## src/rtl/uart_receiver.sv

```systemverilog
// 8N1 UART receive path: two-flop synchronizer, centre-sampling bit FSM and
// a one-entry ready/valid output buffer with framing-error and overrun pulses.
module uart_receiver #(
  parameter int CLOCK_FREQ = 125_000_000,
  parameter int BAUD_RATE  = 115_200
) (
  input  logic       clk,
  input  logic       rst,
  input  logic       serial_in,
  output logic [7:0] data_out,
  output logic       data_out_valid,
  input  logic       data_out_ready,
  output logic       framing_error,
  output logic       overrun
);

  localparam int SYMBOL_EDGE_TIME = CLOCK_FREQ / BAUD_RATE;
  localparam int SAMPLE_TIME      = SYMBOL_EDGE_TIME / 2;
  localparam int CNT_W            = $clog2(SYMBOL_EDGE_TIME);

  localparam logic [CNT_W-1:0] SAMPLE_LAST = CNT_W'(SAMPLE_TIME - 1);
  localparam logic [CNT_W-1:0] SYMBOL_LAST = CNT_W'(SYMBOL_EDGE_TIME - 1);

  typedef enum logic [1:0] {
    IDLE,
    START,
    DATA,
    STOP
  } state_t;

  logic             sync_q, rx_q;
  state_t           state_q, state_d;
  logic [CNT_W-1:0] cnt_q, cnt_d;
  logic [2:0]       bit_idx_q, bit_idx_d;
  logic [7:0]       shift_q, shift_d;
  logic [7:0]       data_q, data_d;
  logic             valid_q, valid_d;
  logic             ferr_q, ferr_d;
  logic             ovr_q, ovr_d;

  logic             start_sample;
  logic             bit_sample;
  logic             stop_sample;

  assign start_sample = (state_q == START) && (cnt_q == SAMPLE_LAST);
  assign bit_sample   = ((state_q == DATA) || (state_q == STOP)) && (cnt_q == SYMBOL_LAST);
  assign stop_sample  = (state_q == STOP) && bit_sample;

  always_ff @(posedge clk) begin
    if (rst) begin
      sync_q    <= 1'b1;
      rx_q      <= 1'b1;
      state_q   <= IDLE;
      cnt_q     <= '0;
      bit_idx_q <= '0;
      shift_q   <= '0;
      data_q    <= '0;
      valid_q   <= 1'b0;
      ferr_q    <= 1'b0;
      ovr_q     <= 1'b0;
    end else begin
      sync_q    <= serial_in;
      rx_q      <= sync_q;
      state_q   <= state_d;
      cnt_q     <= cnt_d;
      bit_idx_q <= bit_idx_d;
      shift_q   <= shift_d;
      data_q    <= data_d;
      valid_q   <= valid_d;
      ferr_q    <= ferr_d;
      ovr_q     <= ovr_d;
    end
  end

  always_comb begin
    state_d = state_q;
    case (state_q)
      IDLE:    if (!rx_q) state_d = START;
      START:   if (start_sample) state_d = rx_q ? IDLE : DATA;
      DATA:    if (bit_sample && (bit_idx_q == 3'd7)) state_d = STOP;
      STOP:    if (bit_sample) state_d = IDLE;
      default: state_d = IDLE;
    endcase
  end

  always_comb begin
    cnt_d     = cnt_q + CNT_W'(1);
    bit_idx_d = bit_idx_q;
    shift_d   = shift_q;
    data_d    = data_q;
    valid_d   = valid_q && !data_out_ready;
    ferr_d    = 1'b0;
    ovr_d     = 1'b0;

    if ((state_q == IDLE) || (state_d != state_q) || start_sample || bit_sample) begin
      cnt_d = '0;
    end

    if (start_sample) begin
      bit_idx_d = '0;
    end

    if ((state_q == DATA) && bit_sample) begin
      shift_d[bit_idx_q] = rx_q;
      bit_idx_d          = bit_idx_q + 3'd1;
    end

    // A load in the same cycle as a drain handshake overrides the clear.
    if (stop_sample) begin
      if (!rx_q) begin
        ferr_d = 1'b1;
      end else if (!valid_q || data_out_ready) begin
        data_d  = shift_q;
        valid_d = 1'b1;
      end else begin
        ovr_d = 1'b1;
      end
    end
  end

  assign data_out       = data_q;
  assign data_out_valid = valid_q;
  assign framing_error  = ferr_q;
  assign overrun        = ovr_q;

endmodule
```

## config.mk

```make
export PLATFORM = sky130hd
export DESIGN_NAME = uart_receiver
export DESIGN_NICKNAME = d
export VERILOG_FILES = /design/src/rtl/uart_receiver.sv
export SDC_FILE = /design/constraint.sdc
export NUM_CORES = 1
export LEC_CHECK = 0
export BUFFER_PORTS_ARGS = -buffer_cell sky130_fd_sc_hd__buf_2
export CELL_PAD_IN_SITES_DETAIL_PLACEMENT = 1
export CELL_PAD_IN_SITES_GLOBAL_PLACEMENT = 2
export CORE_MARGIN = 1.5
export CORE_UTILIZATION = 33
export CTS_CLUSTER_SIZE = 40
export DETAILED_ROUTE_END_ITERATION = 8
export PLACE_DENSITY = 0.74
export SYNTH_ARGS = -nofsm -noshare
export SYNTH_HDL_FRONTEND = slang
export SYNTH_SLANG_ARGS = --single-unit
```

## constraint.sdc

```tcl
create_clock -name clk -period 1.8 [get_ports clk]
set_input_delay 0.18 -clock clk [delete_from_list [all_inputs] [get_ports clk]]
set_output_delay 0.18 -clock clk [all_outputs]
set_load 0.01 [all_outputs]
```

* Yosys cells after proc, flatten, opt, wreduce, memory -nomap -nowiden
Cells that the tools add are included.
Word-level totals: flip-flop bits (word level) 37
Operators by class: $lt $le $gt $ge 2, bitwise logic cells 2, reduce and logical (&&, ||, !) cells 20, equal/unequal tests 7, $add $sub $neg 2, muxes and demuxes 16
Operators by type and width (count):
- $add 11x1->11 const B | 1
- $eq 11x10->1 const B | 1
- $eq 11x11->1 const B | 1
- $mux 2 | 5
- $bwmux 8 | 1
- $pmux 2 s4 | 1
- $logic_and 1x1->1 | 7
- $mux 1 | 6
- $mux 3 | 2
- $logic_or 1x1->1 | 5
- $eq 2x2->1 const B | 2
- $lt 3x4->1 const B | 1
- $reduce_or 2->1 | 2
- $add 3x1->3 const B | 1
- $demux 1 s3 | 1
- $eq 3x3->1 const B | 1
- $ge 3x1->1 const B | 1
- $reduce_and 3->1 | 1
- $reduce_or 3->1 | 1
- $eq 2x1->1 const B | 1
- $logic_not 1->1 | 2
- $logic_not 2->1 | 1
- $ne 2x2->1 | 1
- $not 1->1 | 2
- $reduce_bool 2->1 | 1

* Longest topological paths before layout
depth in word-level cells 11, mapped depth 7, mapped depth without buffers 6

* Worst setup path before layout
OpenSTA, ideal clock, no wires.
kind register to register, start point register cnt_q[0], end point register state_q[1], cell stages (with the launch flop) 6, setup slack -0.172 ns, clock period less this slack 1.972 ns, data required time 1.730 ns, path buffers 0, data arrival time 1.902 ns, cells stage by stage dfxtp_1 ha_1 or4bb_1 or4_4 or3_1 a21oi_1
Between the ends: longest elaborated chain between the ends 5, elaborated cells between the ends (all ways) 9, classes of those cells 2 x eq/ne; 4 x mux; 3 x reduce/logical
RTL lines:
- start, declared | line 33 | logic [CNT_W-1:0] cnt_q, cnt_d;
- start signal, assigned | line 65 | cnt_q <= cnt_d;
- $eq 11x11->1 | line 46 | assign bit_sample = ((state_q == DATA) || (state_q == STOP)) && (cnt_q == SYMBOL_LAST);
- $logic_and 1x1->1 | line 46
- $logic_and 1x1->1 | line 80 | DATA: if (bit_sample && (bit_idx_q == 3'd7)) state_d = STOP;
- $mux 2 | line 80
- $pmux 2 s4 (*) | line 77 | case (state_q)
- end signal, assigned | line 64 | state_q <= state_d;
- end, declared | line 32 | state_t state_q, state_d;
Mark *: on every way between the ends. The rest lies on a longest branch, timed or not. A chain may end at the register's enable or synchronous reset.

* Worst setup path after layout
start point register cnt_q[1], end point register state_q[1]
Same word-level chain as after synthesis.

==> flow_summary.json <==
{
  "dieWidth_um": 73.8,
  "cp_max_fo": 2,
  "coreArea_sq_um": 4790,
  "synth_edf_count": 0,
  "final_nets": 212,
  "highest_layer": "met4",
  "vias": 1341,
  "crit_path_end_kind": "register",
  "min_path_cells": 2,
  "syn_area_sq_um": 1650,
  "area_growth_pct": 27.1,
  "fin_area_sq_um": 2100,
  "synth_largest_area_cell": "dfxtp_1",
  "crit_path_start_kind": "register",
  "status": "finished, violations left",
  "dieArea_sq_um": 5440,
  "tightest_slew_ps": 413,
  "insertion_delay_ps": 290,
  "num_rows": 25,
  "synth_area_per_cell_sq_um": 9.50,
  "avgRoutedWirePerCell_um": 14.4,
  "dr.pass1.iters": 4,
  "synth_flop_cell": "dfxtp_1",
  "hpwl_um": 2740,
  "ys_warn_count": 0,
  "cts_tree": "yes",
  "ys_seq_area_share_pct": 44.8,
  "ant_nets": 0,
  "dieHeight_um": 73.8,
  "fill_cells": 568,
  "wl_met3_um": 105,
  "synth.net_count": 183,
  "htree_levels": 2,
  "final.setup.worst_slack_ps": -83.0,
  "grt_pass1_vias": 1345,
  "hold_viol_final": 0,
  "synth.distinct_cells": 36,
  "regToRegStartpoint": "cnt_q[1]$_SDFF_PP0_",
  "routed_wl_um": 3900,
  "grt_usage_pct": 15.4,
  "ir_drop_v": 0.000515,
  "drv_slew": 0,
  "drt_iter0_drc": 36,
  "wl_met2_um": 2060,
  "critPathKind": "reg2reg",
  "start_util_pct": 34.5,
  "port-buffer-count": 14,
  "synth_top_area_share_pct": 44.8,
  "drt-vias-per-instance": 4.95,
  "path_cells": "inv_2 > ha_4 > or4bb_1 > or4_4 > or3_1 > a21oi_1",
  "min_period_over_period_pct": 105,
  "reg2reg_setup_slack_ps": -80,
  "hold_class": "in2reg",
  "ys_ff_latch": 37,
  "diodes": 0,
  "cts_hold_buf": 0,
  "hold_ws_ps": 71.8,
  "io_pins": 15,
  "worstPathArrival_ps": 2100,
  "cts.sinks": 37,
  "cts_root_buffer": "clkbuf_8",
  "ys_async_sr_fraction_pct": 0,
  "gp_congestion": 0.771,
  "violations": "setup timing",
  "slowest_stage": "or4_4",
  "drc": 0,
  "r2r_end": "state_q[1]$_SDFF_PP0_",
  "grt_pass1_wl_um": 6270,
  "antenna_found_initial": 0,
  "drive_gt1_share_pct": 25.0,
  "cap_violations": 0,
  "syn_inst": 174,
  "finalSetupViolations": 5,
  "max-slew-margin-rel_pct": 72.4,
  "grt_max_degree": 29,
  "postCtsSetupBuffers": 0,
  "hp-start": "serial_in",
  "rr_worst_depth": 6,
  "rsz0062_at_grt": "yes",
  "cp.required_ps": 2020,
  "crit_start": "cnt_q[1]$_SDFF_PP0_",
  "holdPathEnd": "sync_q$_SDFF_PP1_",
  "p_leak_nw": 0.870,
  "utilization_pct": 43.9,
  "finClkSkew_ps": 9.55,
  "clkTransAtPathRegs_ps": 70,
  "critPathMaxStageDelay_ps": 440,
  "synthTopCellsByArea": "dfxtp_1 (45%), mux2i_1 (9.7%), nand2b_1 (6.8%)",
  "clk_path_buf_depth": 2,
  "clock.fmax_mhz": 531,
  "power.density_nw_per_um2": 771,
  "dpl-instance-area_sq_um": 1910,
  "cts_made_buffers": 5,
  "overflow": 0,
  "met1_length_um": 1680,
  "layout_min_cycle_time_ps": 1880
}
-- how the worst max path moves through the flow --
| stage | slack [ps] | end |
|---|---|---|
| after global placement | -20 | bit_idx_q[2]$_SDFFE_PP0P_ |
| after floorplan | -70 | state_q[1]$_SDFF_PP0_ |
| after CTS | -70 | bit_idx_q[2]$_SDFFE_PP0P_ |
| final | -80 | state_q[1]$_SDFF_PP0_ |
| after global routing | -150 | bit_idx_q[2]$_SDFFE_PP0P_ |
| after detailed placement | -90 | bit_idx_q[2]$_SDFFE_PP0P_ |
-- timing repair --
| item | 4_1_cts | 5_1_grt |
|---|---|---|
| endpoints found under the setup margin | 17 | 15 |
| gates resized for setup | 2 | 11 |
| cloned | 0 | 1 |
| pin swaps | 2 | 4 |
-- placed cells by master, fill, tap and decap left out, drive strengths merged, types with 2 or more instances in the layout --
| cell type | instances |
|---|---|
| mux2i | 16 |
| nor2 | 14 |
| nor2b | 3 |
| a21oi | 6 |
| nand2b | 18 |
| nand4 | 6 |
| dfxtp | 37 |
| o211ai | 2 |
| buf | 28 |
| and3 | 2 |
| nand3b | 5 |
| or2 | 2 |
| xor2 | 8 |
| or3 | 3 |
| nor3 | 3 |
| ha | 5 |
| nor4 | 4 |
| clkbuf | 8 |
| inv | 4 |
| and4 | 2 |
| nand3 | 8 |
| nand2 | 9 |
-- worst max-delay path, delay by kind of cell (launching register included) --
kind	cells	cell delay (ps)
buffers and inverters	1	70
adders and majority gates	1	110
DFF	1	330
and+or+nand+nor	3	1180
AOI/OAI and AO/OA	1	130
-- cell families after synthesis --
group / after synthesis / share of synthesized area (%)
AND/OR/NAND/NOR: 84 / 29.8
flip-flops: 37 / 44.8
multiplexers: 16 / 9.69
AO/OA/AOI/OAI: 12 / 4.54
buffers and inverters: 11 / 2.57
XOR/XNOR: 9 / 4.77
adder cells (fa/ha/maj): 5 / 3.79
-- registers in the layout, indices dropped and copies added, names as in the netlist --
signal and cells:
bit_idx_q 3, cnt_q 11, data_out 8, data_out_valid 1, framing_error 1, overrun 1
rx_q 1, shift_q 8, state_q 2, sync_q 1
-- per-layer routing --
| metal | vias to the layer above | track usage (%) |
|---|---|---|
| li1 | 662 | - |
| met4 | 0 | 6.79 |
| met1 | 662 | 17.0 |
| met2 | 12 | 27.2 |
| met3 | 5 | 4.53 |
| met5 | - | 0 |
-- cells in the mapped netlist, drive strengths merged, types with 2 or more instances --
master and instances:
a21oi 6, and3 2, and4 2, buf 2
clkbuf 5, dfxtp 37, ha 5, inv 4
mux2i 16, nand2 9, nand2b 18, nand3 8
nand3b 5, nand4 6, nor2 14, nor2b 3
nor3 3, nor4 4, o211ai 2, or2 2
or3 3, xor2 8
-- layout make-up --
cell class	instances	area (sq um)	share of cell area (%)
clock buffers	7	86.3	4.11
clock inverters	1	30.0	1.43
inverters	4	15.0	0.715
multi-input cells	126	926	44.1
flip-flops and latches	37	743	35.4
well taps	67	83.8	3.99
repair buffers	29	216	10.3
-- metrics by stage --
stage	power, mW	setup TNS [ps]	setup slack [ps]	cells
CTS	1.63	-266	-68.2	271
detailed placement	0.886	-452	-92.1	263
floorplan	0.870	-66.3	-66.3	174
global route	1.69	-721	-151	271
global placement	0.884	-50.2	-18.8	263
finish	1.62	-300	-83.0	271
-- power by group --
group	internal [mW]	total, mW	switching, mW	leakage, nW
clock	0.452	0.748	0.296	0.0585
sequential	0.822	0.826	0.00336	0.300
combinational	0.0227	0.0461	0.0234	0.512
total	1.30	1.62	0.323	0.870
(Power assumes the default switching activity.)
